--- src/rtl/alu_seq_pkg.sv ---
// Shared state encodings, opcode constants and the select-switch decoder
// for the front-panel ALU operation sequencer.
package alu_seq_pkg;

    localparam logic [2:0] ST_LOAD_A  = 3'd0;
    localparam logic [2:0] ST_LOAD_B  = 3'd1;
    localparam logic [2:0] ST_LOAD_OP = 3'd2;
    localparam logic [2:0] ST_EXEC    = 3'd3;
    localparam logic [2:0] ST_SHOW    = 3'd4;

    localparam logic [3:0] OP_0  = 4'd0;
    localparam logic [3:0] OP_1  = 4'd1;
    localparam logic [3:0] OP_2  = 4'd2;
    localparam logic [3:0] OP_3  = 4'd3;
    localparam logic [3:0] OP_4  = 4'd4;
    localparam logic [3:0] OP_8  = 4'd8;
    localparam logic [3:0] OP_9  = 4'd9;
    localparam logic [3:0] OP_10 = 4'd10;
    localparam logic [3:0] OP_11 = 4'd11;
    localparam logic [3:0] OP_12 = 4'd12;

    // Returns {valid, op}; sel[4:0] must contain exactly one zero, sel[5] picks the upper bank.
    function automatic logic [4:0] decode_sel(input logic [5:0] sel);
        logic [4:0] r;
        r = 5'b0_0000;
        case (sel[4:0])
            5'b01111: r = {1'b1, sel[5] ? OP_8  : OP_0};
            5'b10111: r = {1'b1, sel[5] ? OP_9  : OP_1};
            5'b11011: r = {1'b1, sel[5] ? OP_10 : OP_2};
            5'b11101: r = {1'b1, sel[5] ? OP_11 : OP_3};
            5'b11110: r = {1'b1, sel[5] ? OP_12 : OP_4};
            default:  r = 5'b0_0000;
        endcase
        return r;
    endfunction

endpackage

--- src/rtl/alu_op_sequencer_btn_conditioner.sv ---
// Push-button conditioner: 2-flop synchroniser, debounce on a stable-sample
// count, and a one-cycle pulse on each accepted press (high->low) edge.
module btn_conditioner #(
    parameter int unsigned DEBOUNCE_CYCLES = 500000
) (
    input  logic clk,
    input  logic rst_n,
    input  logic btn_n,
    output logic press_p
);

    localparam int unsigned CNT_W = (DEBOUNCE_CYCLES > 1) ? $clog2(DEBOUNCE_CYCLES) : 1;
    localparam logic [CNT_W-1:0] CNT_MAX = CNT_W'(DEBOUNCE_CYCLES - 1);

    logic             sync1_q;
    logic             sync2_q;
    logic             level_q;
    logic [CNT_W-1:0] cnt_q;

    // Counter tracks consecutive samples that disagree with the accepted level.
    always_ff @(posedge clk or negedge rst_n) begin
        if (!rst_n) begin
            sync1_q <= 1'b1;
            sync2_q <= 1'b1;
            level_q <= 1'b1;
            cnt_q   <= '0;
            press_p <= 1'b0;
        end else begin
            sync1_q <= btn_n;
            sync2_q <= sync1_q;
            press_p <= 1'b0;
            if (sync2_q == level_q) begin
                cnt_q <= '0;
            end else if (cnt_q == CNT_MAX) begin
                level_q <= sync2_q;
                cnt_q   <= '0;
                press_p <= ~sync2_q;
            end else begin
                cnt_q <= cnt_q + CNT_W'(1);
            end
        end
    end

endmodule

--- src/rtl/alu_op_sequencer.sv ---
// Front-panel sequencer: latches A, B and opcode on successive step presses,
// fires one ALU start pulse, then captures result/flags for display.
module alu_op_sequencer
    import alu_seq_pkg::*;
#(
    parameter int unsigned WIDTH           = 4,
    parameter int unsigned ALU_LATENCY     = 1,
    parameter int unsigned DEBOUNCE_CYCLES = 500000
) (
    input  logic             clk,
    input  logic             rst_n,
    input  logic             btn_step_n,
    input  logic             btn_clr_n,
    input  logic [WIDTH-1:0] data_sw,
    input  logic [5:0]       sel_sw,
    input  logic [WIDTH-1:0] alu_result,
    input  logic [3:0]       alu_flags,
    output logic [WIDTH-1:0] alu_a,
    output logic [WIDTH-1:0] alu_b,
    output logic [3:0]       alu_op,
    output logic             alu_start,
    output logic [WIDTH-1:0] result_out,
    output logic [3:0]       flags_out,
    output logic             result_valid,
    output logic             op_err,
    output logic [2:0]       state_out
);

    localparam int unsigned LAT_W = (ALU_LATENCY > 1) ? $clog2(ALU_LATENCY) : 1;
    localparam logic [LAT_W-1:0] LAT_LOAD = LAT_W'(ALU_LATENCY - 1);

    logic             step_p;
    logic             clr_p;
    logic [4:0]       dec;
    logic [2:0]       state_q, state_d;
    logic [LAT_W-1:0] lat_q, lat_d;
    logic [WIDTH-1:0] a_d, b_d, res_d;
    logic [3:0]       op_d, flg_d;
    logic             start_d, valid_d, err_d;

    btn_conditioner #(.DEBOUNCE_CYCLES(DEBOUNCE_CYCLES)) u_step (
        .clk     (clk),
        .rst_n   (rst_n),
        .btn_n   (btn_step_n),
        .press_p (step_p)
    );

    btn_conditioner #(.DEBOUNCE_CYCLES(DEBOUNCE_CYCLES)) u_clr (
        .clk     (clk),
        .rst_n   (rst_n),
        .btn_n   (btn_clr_n),
        .press_p (clr_p)
    );

    assign dec       = decode_sel(sel_sw);
    assign state_out = state_q;

    // Next-state and next-output logic; abort has priority over everything.
    always_comb begin
        state_d = state_q;
        lat_d   = lat_q;
        a_d     = alu_a;
        b_d     = alu_b;
        op_d    = alu_op;
        res_d   = result_out;
        flg_d   = flags_out;
        err_d   = op_err;
        start_d = 1'b0;
        if (clr_p) begin
            state_d = ST_LOAD_A;
            err_d   = 1'b0;
        end else begin
            case (state_q)
                ST_LOAD_A: begin
                    if (step_p) begin
                        a_d     = data_sw;
                        state_d = ST_LOAD_B;
                    end
                end
                ST_LOAD_B: begin
                    if (step_p) begin
                        b_d     = data_sw;
                        state_d = ST_LOAD_OP;
                    end
                end
                ST_LOAD_OP: begin
                    if (step_p) begin
                        if (dec[4]) begin
                            op_d    = dec[3:0];
                            err_d   = 1'b0;
                            start_d = 1'b1;
                            state_d = ST_EXEC;
                        end else begin
                            err_d = 1'b1;
                        end
                    end
                end
                ST_EXEC: begin
                    // Count is loaded during the start cycle, so capture lands ALU_LATENCY cycles after it.
                    if (alu_start) begin
                        lat_d = LAT_LOAD;
                    end else if (lat_q != '0) begin
                        lat_d = lat_q - LAT_W'(1);
                    end else begin
                        res_d   = alu_result;
                        flg_d   = alu_flags;
                        state_d = ST_SHOW;
                    end
                end
                ST_SHOW: begin
                    if (step_p) state_d = ST_LOAD_A;
                end
                default: state_d = ST_LOAD_A;
            endcase
        end
        valid_d = (state_d == ST_SHOW);
    end

    always_ff @(posedge clk or negedge rst_n) begin
        if (!rst_n) begin
            state_q      <= ST_LOAD_A;
            lat_q        <= '0;
            alu_a        <= '0;
            alu_b        <= '0;
            alu_op       <= '0;
            alu_start    <= 1'b0;
            result_out   <= '0;
            flags_out    <= '0;
            result_valid <= 1'b0;
            op_err       <= 1'b0;
        end else begin
            state_q      <= state_d;
            lat_q        <= lat_d;
            alu_a        <= a_d;
            alu_b        <= b_d;
            alu_op       <= op_d;
            alu_start    <= start_d;
            result_out   <= res_d;
            flags_out    <= flg_d;
            result_valid <= valid_d;
            op_err       <= err_d;
        end
    end

endmodule

--- config.mk ---
export PLATFORM = sky130hd
export DESIGN_NAME = alu_op_sequencer
export DESIGN_NICKNAME = d
export VERILOG_FILES = /design/src/rtl/alu_seq_pkg.sv /design/src/rtl/alu_op_sequencer_btn_conditioner.sv /design/src/rtl/alu_op_sequencer.sv
export SDC_FILE = /design/constraint.sdc
export NUM_CORES = 1
export LEC_CHECK = 0
export CAP_MARGIN = 10
export CORE_MARGIN = 8
export CORE_UTILIZATION = 25
export DETAILED_ROUTE_END_ITERATION = 8
export PLACE_DENSITY = 0.51
export SYNTH_ARGS = -nofsm -noshare
export SYNTH_HDL_FRONTEND = slang
export SYNTH_SLANG_ARGS = --single-unit
export TNS_END_PERCENT = 5
--- constraint.sdc ---
create_clock -name clk -period 4.4 [get_ports clk]
set_input_delay 0.88 -clock clk [delete_from_list [all_inputs] [get_ports clk]]
set_output_delay 0.88 -clock clk [all_outputs]
set_load 0.02 [all_outputs]
==> flow_summary.ini <==
[status]
status = finished, final reports clean

[die]
start_util_pct = 25.4
rows = 42
core_area_um2 = 13200
num_io_pins = 48
die_width_um = 132
fp.dieH_um = 132
die-area_um2 = 17400

[yosys]
syn-cell-area_um2 = 3360
syn_inst = 313
synth.most_common_cell = dfrtp_1
yosysSeqAreaShare_pct = 53.9
synth-edff-count = 0
ys_async_sr_fraction_pct = 100
yosys-top-cells-count = dfrtp_1, nor2_1, xnor2_1
postSynthAreaPerCell_um2 = 10.7
yosysWarnings = 0
yosys_register_bits = 72
synthTopCellsByArea = dfrtp_1, xnor2_1, mux2_2
syn_nets = 337
yosys_most_used_dff = dfrtp_1
yosysTopAreaCell = dfrtp_1
synth_top_area_share_pct = 49.2
synth_cell_types = 48

[clocking]
insertion_delay_ps = 330
numCtsBuffers = 9
cts.htree.levels = 3
post_cts_resized = 0
cts_hold_buf = 0
cts_buffer_depth = 2
clkTransAtPathRegs_ps = 60
cts_root_buffer = clkbuf_16
cts_sinks = 72
post_cts.repair.setup_buffers = 0
cts_tree = yes

[sta]
hold_viol_final = 0
layout_worst_path_cycle_share_pct = 53.7
timing.fmax_mhz = 423
tightest_slew_ps = 907
hold_ws_ps = 356
timing.setup.tns_ps = 0
setup_viol = 0
slew_viol_final = 0
clock_skew_ps = 3.97
post-route-min-period_ps = 2360
rsz0062_at_grt = false
max_slew_margin_pct = 39.5

[worst_setup_path]
required_ps = 3520
r2r-end = u_clr.cnt_q[9]$_DFF_PN0_
critical_path_class = reg -> out
worst-path-stages = 1
endpoint = state_out[1]
path_cells = clkdlybuf4s50_1
path_delay_family = buffers and inverters
reg2reg_slack_ps = 2400
max_stage_delay_ps = 680
worst_setup_path_end_kind = output port
cp_num_buf_inv = 1
cp_slowest_cell = clkdlybuf4s50_1
cp-start-kind = register
reg2reg_depth = 4
startpoint = state_out[1]$_DFF_PN0_
crit_arrival_ps = 1480
worstReg2RegStart = u_clr.cnt_q[0]$_DFF_PN0_
cp_max_fo = 8

[final_layout]
fillers = 1339
layout-drive-gt1-share_pct = 13.7
fin_util_pct = 32.7
areaGrowthSynthToFinish_pct = 28.5
multiInputGateArea_um2 = 1480
postLayoutCellArea_um2 = 4310
instances_no_fill = 549
layout.nets = 392
diodes = 0
seqCellArea_um2 = 1810

[pwr]
ir_worst_vdd_mv = 0.157
p_leak_nw = 1.68
p_per_area_nw_per_um2 = 335

[drt]
antenna_left = 0
drt_wl_total_um = 7080
detail_route.vias_per_cell = 4.54
drt_iter0_markers = 141
vias = 2490
routedWlPerCell_um = 12.9
dr.pass1.iters = 4
drc = 0

[global_routing]
grt_pass1_wl_um = 12300
antenna_found_initial = 0
grt_pass1_vias = 2477
grt_max_degree = 73
overflow = 0
grt_usage_pct = 8.57

[placement]
dpl.hpwl_um = 4920
gp_congestion = 0.754
place_inst = 533
placed_area_um2 = 4020
io_buffers = 47

[run]
cap_violations = 0

[worst_hold_path]
worstHoldPathType = reg -> reg
-- per-stage QoR --
stage	power (mW)	worst slack (ps)
5_1_grt	1.51	1960
4_1_cts	1.48	2010
2_1_floorplan	0.713	2580
6_report	1.45	2040
3_5_place_dp	0.757	1840
3_3_place_gp	0.756	1870
-- layout make-up --
class | count | area share, %
Clock inverter | 6 | 1.39
Clock buffer | 10 | 5.31
Inverter | 13 | 1.13
Multi-Input combinational cell | 225 | 34.2
Tap cell | 176 | 5.11
Timing Repair Buffer | 47 | 10.9
Sequential cell | 72 | 42.0
-- worst min path at each step --
| stage | cells after the start | from | slack [ps] | end |
|---|---|---|---|---|
| 3_3_place_gp | 0 | u_step.sync1_q$_DFF_PN1_ | 350 | u_step.sync2_q$_DFF_PN1_ |
| 4_1_cts | 0 | u_step.sync1_q$_DFF_PN1_ | 360 | u_step.sync2_q$_DFF_PN1_ |
| 5_1_grt | 0 | u_clr.sync1_q$_DFF_PN1_ | 360 | u_clr.sync2_q$_DFF_PN1_ |
| 2_1_floorplan | 0 | u_clr.sync1_q$_DFF_PN1_ | 350 | u_clr.sync2_q$_DFF_PN1_ |
| 3_5_place_dp | 0 | u_step.sync1_q$_DFF_PN1_ | 350 | u_step.sync2_q$_DFF_PN1_ |
| 6_report | 0 | u_step.sync1_q$_DFF_PN1_ | 360 | u_step.sync2_q$_DFF_PN1_ |
-- registers in the layout, indices dropped and copies added (netlist names), 3 cells and up --
register and flops:
u_step.cnt_q 19, alu_op 4, state_out 3, alu_a 4
flags_out 4, result_out 4, alu_b 4, u_clr.cnt_q 19
-- placed cells by master (no fill, tap or decap), types with 2 or more instances in the layout --
cell and instances:
a32o_1 3, nor2b_1 3, clkbuf_16 9, nand2b_1 7, nand2_1 20, clkinv_2 3, o21ai_0 5, clkdlybuf4s50_1 46
nor4_1 14, xor2_1 7, nand4_1 10, and4bb_2 2, or4_1 2, xnor2_1 24, nor2_1 43, nand3_1 15
or3_1 3, ha_1 2, dfstp_2 6, and3_1 3, mux2_2 18, a21boi_0 2, clkinvlp_4 2, nor3_1 10
inv_1 13, or2_2 2, a21oi_1 8, dfrtp_1 66
-- layer usage --
layer | part of all wire [%] | up-vias | global-route usage [%]
li1 | - | 1221 | -
met4 | 2.4 | 0 | 5.74
met1 | 50 | 1198 | 11.0
met2 | 43 | 60 | 12.3
met5 | 0 | - | 0
met3 | 4.7 | 11 | 2.25
-- report_power, final --
group	switching, mW	total (mW)	internal (mW)
sequential	0.00762	0.680	0.672
clock	0.267	0.702	0.435
combinational	0.0347	0.0638	0.0291
-- worst register-to-register path: cells and delay by family, from the launching register on --
family / cells / cell delay (ps)
adders and majority gates: 1 / 250
AOI/OAI and AO/OA: 1 / 750
and+or+nand+nor: 2 / 450
DFF: 1 / 410
-- logic make-up after synthesis --
| group | count (synthesis) | share of synthesized area [%] |
|---|---|---|
| fa+ha+maj | 2 | 0.746 |
| compound gates | 28 | 6.08 |
| simple gates | 146 | 23.0 |
| xor+xnor | 31 | 8.09 |
| flops | 72 | 53.9 |
| buf+inv | 16 | 2.09 |
| mux | 18 | 6.04 |
Note: power is estimated with default switching activity, not from simulation.
